==> src/rtl/lm32_dtlb_walker_pkg.sv <==
// Shared definitions for the DTLB page-table walker.
// Provides the walker state encoding, fault cause codes, PTE and VA field
// ranges, and a helper that forms a word-aligned PTE address.
package lm32_dtlb_walker_pkg;

  localparam int unsigned ADDR_W = 32;
  localparam int unsigned PN_W   = 20;
  localparam int unsigned IDX_W  = 10;
  localparam int unsigned TMO_W  = 8;

  // PTE fields
  localparam int unsigned PTE_VALID  = 0;
  localparam int unsigned PTE_PFN_HI = 31;
  localparam int unsigned PTE_PFN_LO = 12;

  // Virtual address fields
  localparam int unsigned VA_L1_HI  = 31;
  localparam int unsigned VA_L1_LO  = 22;
  localparam int unsigned VA_L2_HI  = 21;
  localparam int unsigned VA_L2_LO  = 12;
  localparam int unsigned VA_OFF_HI = 11;

  typedef enum logic [2:0] {
    ST_IDLE  = 3'd0,
    ST_L1    = 3'd1,
    ST_L2    = 3'd2,
    ST_DONE  = 3'd3,
    ST_FAULT = 3'd4
  } walk_state_e;

  typedef enum logic [1:0] {
    CAUSE_L1_INV  = 2'd0,
    CAUSE_L2_INV  = 2'd1,
    CAUSE_BUS_ERR = 2'd2,
    CAUSE_TIMEOUT = 2'd3
  } fault_cause_e;

  // Word address of entry idx in the table whose base page number is base.
  function automatic logic [ADDR_W-1:0] pte_addr(input logic [PN_W-1:0] base,
                                                 input logic [IDX_W-1:0] idx);
    return {base, idx, 2'b00};
  endfunction

endpackage

==> src/rtl/lm32_wb_read_port.sv <==
// Single-beat Wishbone-classic read master with a wait-state timeout.
// Ports: clk_i/rst_i; start/start_addr launch a read (only while idle);
// wb_* is the master bus; done_c/bus_err_c/timeout_c are one-cycle
// combinational completion flags, rdata_c carries wb_dat_i on done_c.
module lm32_wb_read_port
  import lm32_dtlb_walker_pkg::*;
#(
  parameter int unsigned timeout_cycles = 255
) (
  input  logic              clk_i,
  input  logic              rst_i,
  input  logic              start,
  input  logic [ADDR_W-1:0] start_addr,
  output logic              wb_cyc_o,
  output logic              wb_stb_o,
  output logic [ADDR_W-1:0] wb_adr_o,
  input  logic [ADDR_W-1:0] wb_dat_i,
  input  logic              wb_ack_i,
  input  logic              wb_err_i,
  output logic              done_c,
  output logic              bus_err_c,
  output logic              timeout_c,
  output logic [ADDR_W-1:0] rdata_c
);

  localparam logic [TMO_W-1:0] TMO_LAST = TMO_W'(timeout_cycles - 1);

  logic              cyc_q;
  logic [ADDR_W-1:0] adr_q;
  logic [TMO_W-1:0]  cnt_q;

  assign wb_cyc_o = cyc_q;
  assign wb_stb_o = cyc_q;
  assign wb_adr_o = adr_q;

  // Error takes priority over a simultaneous ack.
  assign bus_err_c = cyc_q & wb_err_i;
  assign done_c    = cyc_q & wb_ack_i & ~wb_err_i;
  assign timeout_c = cyc_q & ~wb_ack_i & ~wb_err_i & (cnt_q == TMO_LAST);
  assign rdata_c   = wb_dat_i;

  // Bus cycle and wait-state counter
  always_ff @(posedge clk_i) begin
    if (rst_i) begin
      cyc_q <= 1'b0;
      adr_q <= '0;
      cnt_q <= '0;
    end else if (start) begin
      cyc_q <= 1'b1;
      adr_q <= start_addr;
      cnt_q <= '0;
    end else if (cyc_q) begin
      if (wb_ack_i || wb_err_i || (cnt_q == TMO_LAST)) begin
        cyc_q <= 1'b0;
      end else begin
        cnt_q <= cnt_q + TMO_W'(1);
      end
    end
  end

endmodule

==> src/rtl/lm32_dtlb_walker.sv <==
// Two-level hardware page-table walker refilling the DTLB on a miss.
// Ports: clk_i/rst_i; miss_i/miss_addr_i from the DTLB; flush_i discards the
// in-flight result; ptbr_we_i/ptbr_wdata_i write the table base (ptbr_o);
// wb_* Wishbone-classic read master; update_* one-cycle refill;
// fault_* one-cycle page fault with held cause/address; busy_o walk active.
module lm32_dtlb_walker
  import lm32_dtlb_walker_pkg::*;
#(
  parameter logic [31:0] ptbr_reset     = 32'h0000_0000,
  parameter int unsigned timeout_cycles = 255
) (
  input  logic        clk_i,
  input  logic        rst_i,
  input  logic        miss_i,
  input  logic [31:0] miss_addr_i,
  input  logic        flush_i,
  input  logic        ptbr_we_i,
  input  logic [31:0] ptbr_wdata_i,
  output logic        wb_cyc_o,
  output logic        wb_stb_o,
  output logic [31:0] wb_adr_o,
  input  logic [31:0] wb_dat_i,
  input  logic        wb_ack_i,
  input  logic        wb_err_i,
  output logic        update_o,
  output logic [31:0] update_vaddr_o,
  output logic [31:0] update_paddr_o,
  output logic        fault_o,
  output logic [1:0]  fault_cause_o,
  output logic [31:0] fault_addr_o,
  output logic        busy_o,
  output logic [31:0] ptbr_o
);

  walk_state_e       state_q, state_d;
  logic [ADDR_W-1:0] va_q, va_d;
  logic [ADDR_W-1:0] l2_adr_q, l2_adr_d;
  logic              l2_pend_q, l2_pend_d;
  logic [PN_W-1:0]   pfn_q, pfn_d;
  fault_cause_e      cause_q, cause_d;
  logic              stale_q, stale_d;
  logic [PN_W-1:0]   ptbr_q, ptbr_d;
  logic              update_q, update_d;
  logic [31:0]       upd_vaddr_q, upd_vaddr_d;
  logic [31:0]       upd_paddr_q, upd_paddr_d;
  logic              fault_q, fault_d;
  logic [1:0]        fault_cause_q, fault_cause_d;
  logic [31:0]       fault_addr_q, fault_addr_d;
  logic              busy_q, busy_d;

  logic              rd_start;
  logic [ADDR_W-1:0] rd_addr;
  logic              rd_done, rd_err, rd_tmo;
  logic [ADDR_W-1:0] rd_data;

  // Reserved PTE bits and the low base bits are intentionally dropped.
  logic unused_bits;
  assign unused_bits = ^{rd_data[PTE_PFN_LO-1:1], ptbr_wdata_i[VA_OFF_HI:0]};

  lm32_wb_read_port #(
    .timeout_cycles(timeout_cycles)
  ) u_rd (
    .clk_i     (clk_i),
    .rst_i     (rst_i),
    .start     (rd_start),
    .start_addr(rd_addr),
    .wb_cyc_o  (wb_cyc_o),
    .wb_stb_o  (wb_stb_o),
    .wb_adr_o  (wb_adr_o),
    .wb_dat_i  (wb_dat_i),
    .wb_ack_i  (wb_ack_i),
    .wb_err_i  (wb_err_i),
    .done_c    (rd_done),
    .bus_err_c (rd_err),
    .timeout_c (rd_tmo),
    .rdata_c   (rd_data)
  );

  assign update_o       = update_q;
  assign update_vaddr_o = upd_vaddr_q;
  assign update_paddr_o = upd_paddr_q;
  assign fault_o        = fault_q;
  assign fault_cause_o  = fault_cause_q;
  assign fault_addr_o   = fault_addr_q;
  assign busy_o         = busy_q;
  assign ptbr_o         = {ptbr_q, 12'h000};

  // State and registered outputs
  always_ff @(posedge clk_i) begin
    if (rst_i) begin
      state_q       <= ST_IDLE;
      va_q          <= '0;
      l2_adr_q      <= '0;
      l2_pend_q     <= 1'b0;
      pfn_q         <= '0;
      cause_q       <= CAUSE_L1_INV;
      stale_q       <= 1'b0;
      ptbr_q        <= ptbr_reset[PTE_PFN_HI:PTE_PFN_LO];
      update_q      <= 1'b0;
      upd_vaddr_q   <= '0;
      upd_paddr_q   <= '0;
      fault_q       <= 1'b0;
      fault_cause_q <= '0;
      fault_addr_q  <= '0;
      busy_q        <= 1'b0;
    end else begin
      state_q       <= state_d;
      va_q          <= va_d;
      l2_adr_q      <= l2_adr_d;
      l2_pend_q     <= l2_pend_d;
      pfn_q         <= pfn_d;
      cause_q       <= cause_d;
      stale_q       <= stale_d;
      ptbr_q        <= ptbr_d;
      update_q      <= update_d;
      upd_vaddr_q   <= upd_vaddr_d;
      upd_paddr_q   <= upd_paddr_d;
      fault_q       <= fault_d;
      fault_cause_q <= fault_cause_d;
      fault_addr_q  <= fault_addr_d;
      busy_q        <= busy_d;
    end
  end

  // Walk sequencing and next-state values
  always_comb begin
    state_d       = state_q;
    va_d          = va_q;
    l2_adr_d      = l2_adr_q;
    l2_pend_d     = l2_pend_q;
    pfn_d         = pfn_q;
    cause_d       = cause_q;
    stale_d       = stale_q;
    ptbr_d        = ptbr_we_i ? ptbr_wdata_i[PTE_PFN_HI:PTE_PFN_LO] : ptbr_q;
    update_d      = 1'b0;
    upd_vaddr_d   = upd_vaddr_q;
    upd_paddr_d   = upd_paddr_q;
    fault_d       = 1'b0;
    fault_cause_d = fault_cause_q;
    fault_addr_d  = fault_addr_q;
    rd_start      = 1'b0;
    rd_addr       = '0;

    if ((state_q != ST_IDLE) && flush_i) stale_d = 1'b1;

    unique case (state_q)
      ST_IDLE: begin
        if (miss_i) begin
          va_d     = miss_addr_i;
          stale_d  = 1'b0;
          rd_start = 1'b1;
          rd_addr  = pte_addr(ptbr_q, miss_addr_i[VA_L1_HI:VA_L1_LO]);
          state_d  = ST_L1;
        end
      end
      ST_L1: begin
        if (rd_err) begin
          cause_d = CAUSE_BUS_ERR;
          state_d = ST_FAULT;
        end else if (rd_tmo) begin
          cause_d = CAUSE_TIMEOUT;
          state_d = ST_FAULT;
        end else if (rd_done) begin
          if (rd_data[PTE_VALID]) begin
            // L2 read launches one cycle later, leaving a bus-idle gap.
            l2_adr_d  = pte_addr(rd_data[PTE_PFN_HI:PTE_PFN_LO], va_q[VA_L2_HI:VA_L2_LO]);
            l2_pend_d = 1'b1;
            state_d   = ST_L2;
          end else begin
            cause_d = CAUSE_L1_INV;
            state_d = ST_FAULT;
          end
        end
      end
      ST_L2: begin
        if (l2_pend_q) begin
          rd_start  = 1'b1;
          rd_addr   = l2_adr_q;
          l2_pend_d = 1'b0;
        end else if (rd_err) begin
          cause_d = CAUSE_BUS_ERR;
          state_d = ST_FAULT;
        end else if (rd_tmo) begin
          cause_d = CAUSE_TIMEOUT;
          state_d = ST_FAULT;
        end else if (rd_done) begin
          if (rd_data[PTE_VALID]) begin
            pfn_d   = rd_data[PTE_PFN_HI:PTE_PFN_LO];
            state_d = ST_DONE;
          end else begin
            cause_d = CAUSE_L2_INV;
            state_d = ST_FAULT;
          end
        end
      end
      ST_DONE: begin
        state_d = ST_IDLE;
        if (!(stale_q || flush_i)) begin
          update_d    = 1'b1;
          upd_vaddr_d = {va_q[VA_L1_HI:VA_L2_LO], 12'h000};
          upd_paddr_d = {pfn_q, 12'h000};
        end
      end
      ST_FAULT: begin
        state_d = ST_IDLE;
        if (!(stale_q || flush_i)) begin
          fault_d       = 1'b1;
          fault_cause_d = cause_q;
          fault_addr_d  = va_q;
        end
      end
      default: state_d = ST_IDLE;
    endcase
  end

  assign busy_d = (state_d != ST_IDLE);

endmodule

==> config.mk <==
export PLATFORM = sky130hd
export DESIGN_NAME = lm32_dtlb_walker
export DESIGN_NICKNAME = d
export VERILOG_FILES = /design/src/rtl/lm32_dtlb_walker_pkg.sv /design/src/rtl/lm32_wb_read_port.sv /design/src/rtl/lm32_dtlb_walker.sv
export SDC_FILE = /design/constraint.sdc
export NUM_CORES = 1
export LEC_CHECK = 0
export ABC_CLOCK_PERIOD_IN_PS = 4600
export CAP_MARGIN = 30
export CORE_MARGIN = 2
export CORE_UTILIZATION = 50
export DETAILED_ROUTE_END_ITERATION = 6
export GPL_TIMING_DRIVEN = 0
export HOLD_SLACK_MARGIN = 0.03
export PLACE_DENSITY = 0.86
export SLEW_MARGIN = 20
export SYNTH_ARGS = -nofsm -noshare
export SYNTH_HDL_FRONTEND = slang
export SYNTH_SLANG_ARGS = --single-unit
==> constraint.sdc <==
create_clock -name clk_i -period 4.6 [get_ports clk_i]
set_clock_uncertainty 0.1 [all_clocks]
set_input_delay 0.92 -clock clk_i [delete_from_list [all_inputs] [get_ports clk_i]]
set_output_delay 0.92 -clock clk_i [all_outputs]
set_load 0.005 [all_outputs]
==> impl_metrics.env <==
export IMPL_arrival_ns=3.07
export IMPL_relSlewSlack_pct=46.4
export IMPL_switchingPower_uw=978
export IMPL_crit_type="primary input to flop"
export IMPL_grt_usage_pct=27.0
export IMPL_yosysTopAreaCell="dfxtp_1"
export IMPL_power_leakage_uw=0.00430
export IMPL_routedWlPerCell_um=16.6
export IMPL_grt_pass1_vias=7482
export IMPL_cts_resized_gates=0
export IMPL_ys_dominant_reg_cell="dfxtp_1"
export IMPL_crit_path_start_kind="primary input"
export IMPL_dpl_cell_area_um2=10900
export IMPL_drc=3
export IMPL_place_hpwl_um=17800
export IMPL_rr_startpoint="state_q[0]"
export IMPL_fp_dieW_um=134
export IMPL_min_to="fault_addr_o[5]"
export IMPL_period_share_pct=59.4
export IMPL_grtUsageMet2_pct=46.1
export IMPL_ys_types=52
export IMPL_timing_rr_end="va_q[18]"
export IMPL_gp_congestion=0.891
export IMPL_use_met3_pct=7.04
export IMPL_rows=47
export IMPL_synthCells=979
export IMPL_hold_class="flop to flop"
export IMPL_dr_pass1_iters=7
export IMPL_switching_share_pct=22.4
export IMPL_tritoncts="done"
export IMPL_seq_power_share_pct=46.5
export IMPL_synth_area_per_cell_um2=8.57
export IMPL_wirelength_um=24700
export IMPL_worstSetupStartpoint="wb_err_i"
export IMPL_seq_area_frac_synth_pct=53.7
export IMPL_ff2ff_path_depth=6
export IMPL_top_usage_layer="met2"
export IMPL_synth_top_cell_area_share_pct=53.7
export IMPL_rsz0062_at_grt="false"
export IMPL_postCtsHoldBufs=0
export IMPL_worstSetupEndpointType="flop"
export IMPL_max_slew_worst_pin_slew_ns=0.804
export IMPL_status="finished with violations"
export IMPL_first_iter_violations=541
export IMPL_clockBufferDepth=3
export IMPL_io_pins=270
export IMPL_fin_setup_tns_ns=0
export IMPL_worstHoldStart="va_q[5]"
export IMPL_postCtsSetupBuffers=0
export IMPL_final_layout_size_suffix_gt1_share_pct=7.91
export IMPL_max_freq_ghz=0.366
export IMPL_grt_pass1_wl_um=38700
export IMPL_cts_sinks=225
export IMPL_ant_nets=0
export IMPL_vias=7754
export IMPL_die_h_um=134
export IMPL_required_ns=4.93
export IMPL_final_min_clock_period_ns=2.73
export IMPL_ys_ff_latch=225
export IMPL_maxSlewViolCount=0
export IMPL_clkPwrFrac_pct=45.4
export IMPL_grt_max_degree=15
export IMPL_area_growth_syn_to_layout_pct=39.3
export IMPL_dieArea_um2=17800
export IMPL_viasPerCell=5.22
export IMPL_core_um2=16500
export IMPL_whs_path_depth=2
export IMPL_power_density_nw_per_um2=374
export IMPL_nets=1354
export IMPL_maxCapViolCount=0
export IMPL_synthTopCellsByArea="dfxtp_1 (54%), nand2_1 (12%), a21oi_1 (9.0%)"
export IMPL_clock_root_buffer="clkbuf_16"
export IMPL_clk_latency_ns=0.51
export IMPL_grtUsageMet1_pct=33.7
export IMPL_ir_drop_mv=0.337
export IMPL_finalHoldViolCount=0
export IMPL_crit_fanout=10
export IMPL_n_antenna_cell=0
export IMPL_synth_area_um2=8390
export IMPL_combPwrFrac_pct=8.1
export IMPL_initial_core_util_pct=51.0
export IMPL_synth_async_reset_ratio_pct=0
export IMPL_grt_overflow=0
export IMPL_regToRegSetupSlack_ns=2.32
export IMPL_grt_antenna_before_repair=0
export IMPL_design_area_um2=11700
export IMPL_setup_viol=0
export IMPL_cts_max_level=1
export IMPL_violations="design-rule violations"
export IMPL_yosys_warnings=0
export IMPL_internal_power_uw=3400
export IMPL_synth_edf_count=0
export IMPL_io_buffers=206
export IMPL_cts_buffers=23
export IMPL_clk_pin_slew_ns=0.06
==> registers in the layout (all words and copies together) (netlist names), 2 cells and up <==
signal,count
ptbr_q,20
update_vaddr_o,20
u_rd.cnt_q,8
pfn_q,20
fault_addr_o,32
va_q,32
state_q,3
fault_cause_o,2
update_paddr_o,20
u_rd.wb_adr_o,30
cause_q,2
l2_adr_q,30
==> synth_stat cells, types with 2 or more instances <==
cell / count
a21oi_1: 151
a222oi_1: 20
a22oi_1: 10
and3_1: 3
and3b_1: 2
buf_2: 11
buf_4: 41
clkbuf_1: 55
dfxtp_1: 225
ha_1: 2
inv_1: 8
mux2i_1: 41
nand2_1: 274
nand2b_1: 3
nand3_1: 2
nand4_1: 3
nand4b_1: 2
nor2_1: 77
nor3_1: 5
o2111ai_1: 2
o211ai_1: 2
o21ai_0: 3
o31ai_1: 3
or3_1: 3
xor2_1: 4
==> metrics by stage <==
step / instances / setup WS [ns] / hold WS (ns) / power, uW / util (%)
2_1_floorplan: 1016 / 2.45 / 0.329 / 2240 / -
3_3_place_gp: 1442 / 1.19 / 0.339 / 2420 / 66.0
3_5_place_dp: 1443 / 1.41 / 0.343 / 2420 / 66.0
4_1_cts: 1484 / 1.88 / 0.353 / 4390 / 71.0
5_1_grt: 1485 / 1.71 / 0.369 / 4500 / 71.0
6_report: 1485 / 1.87 / 0.350 / 4380 / 71.0
==> cell families (layout without fill, tap and decap cells) <==
group                    count (synthesis)  after routing  synth area share [%]
XOR/XNOR                                 5              5                 0.522
AO/OA/AOI/OAI                          202            202                  14.4
AND/OR/NAND/NOR                        386            386                  18.8
multiplexers                            42             42                  5.02
other                                    1             38                0.0447
buffers and inverters                  116            365                  7.19
flip-flops                             225            225                  53.7
adder cells (fa/ha/maj)                  2              2                 0.298
==> how the worst max path moves through the flow <==
stage               slack (ns)                 to  cells after the start
finish                    1.87       l2_adr_q[23]                      6
global route              1.71       l2_adr_q[23]                      6
CTS                       1.88           wb_stb_o                      2
detailed placement        1.41       l2_adr_q[23]                      6
global placement          1.19   u_rd.wb_adr_o[2]                      5
floorplan                 2.45  u_rd.wb_adr_o[22]                      6
==> layout make-up <==
type / count / area [um^2]
Buffer: 108 / 573
Clock buffer: 31 / 656
Clock inverter: 10 / 156
Fill cell: 1267 / 4770
Inverter: 8 / 30.0
Multi-Input combinational cell: 675 / 3420
Sequential cell: 225 / 4500
Tap cell: 220 / 275
Timing Repair Buffer: 208 / 2070
==> cell usage in the layout (no fill, tap or decap), types with 23 or more instances in the layout <==
cell type,instances
nand2_1,274
dfxtp_1,225
clkdlybuf4s50_1,206
a21oi_1,151
nor2_1,77
clkbuf_1,58
buf_4,42
mux2i_1,41
conb_1,38
clkbuf_16,23
==> worst max-delay path: stages <==
cell and delay, ns:
clkdlybuf4s50_1 0.55, nand4b_1 0.35, nor3_1 0.48, clkbuf_1 0.47
nand2_1 0.13, a21oi_1 0.16
==> power by group through the flow <==
| stage | registers [uW] | logic [uW] | clock network (uW) |
|---|---|---|---|
| after floorplan | 2070 | 168 | 0 |
| after CTS | 2030 | 352 | 2010 |
| after global placement | 2070 | 342 | 0 |
| after detailed placement | 2080 | 349 | 0 |
| final | 2040 | 356 | 1990 |
| after global routing | 2040 | 385 | 2080 |
==> per-layer routing <==
layer	wire (um)	up-vias
met2	11700	355
met3	2460	43
li1	-	3759
met1	9960	3597
met4	561	0
met5	0	-
(Power assumes the default switching activity.)
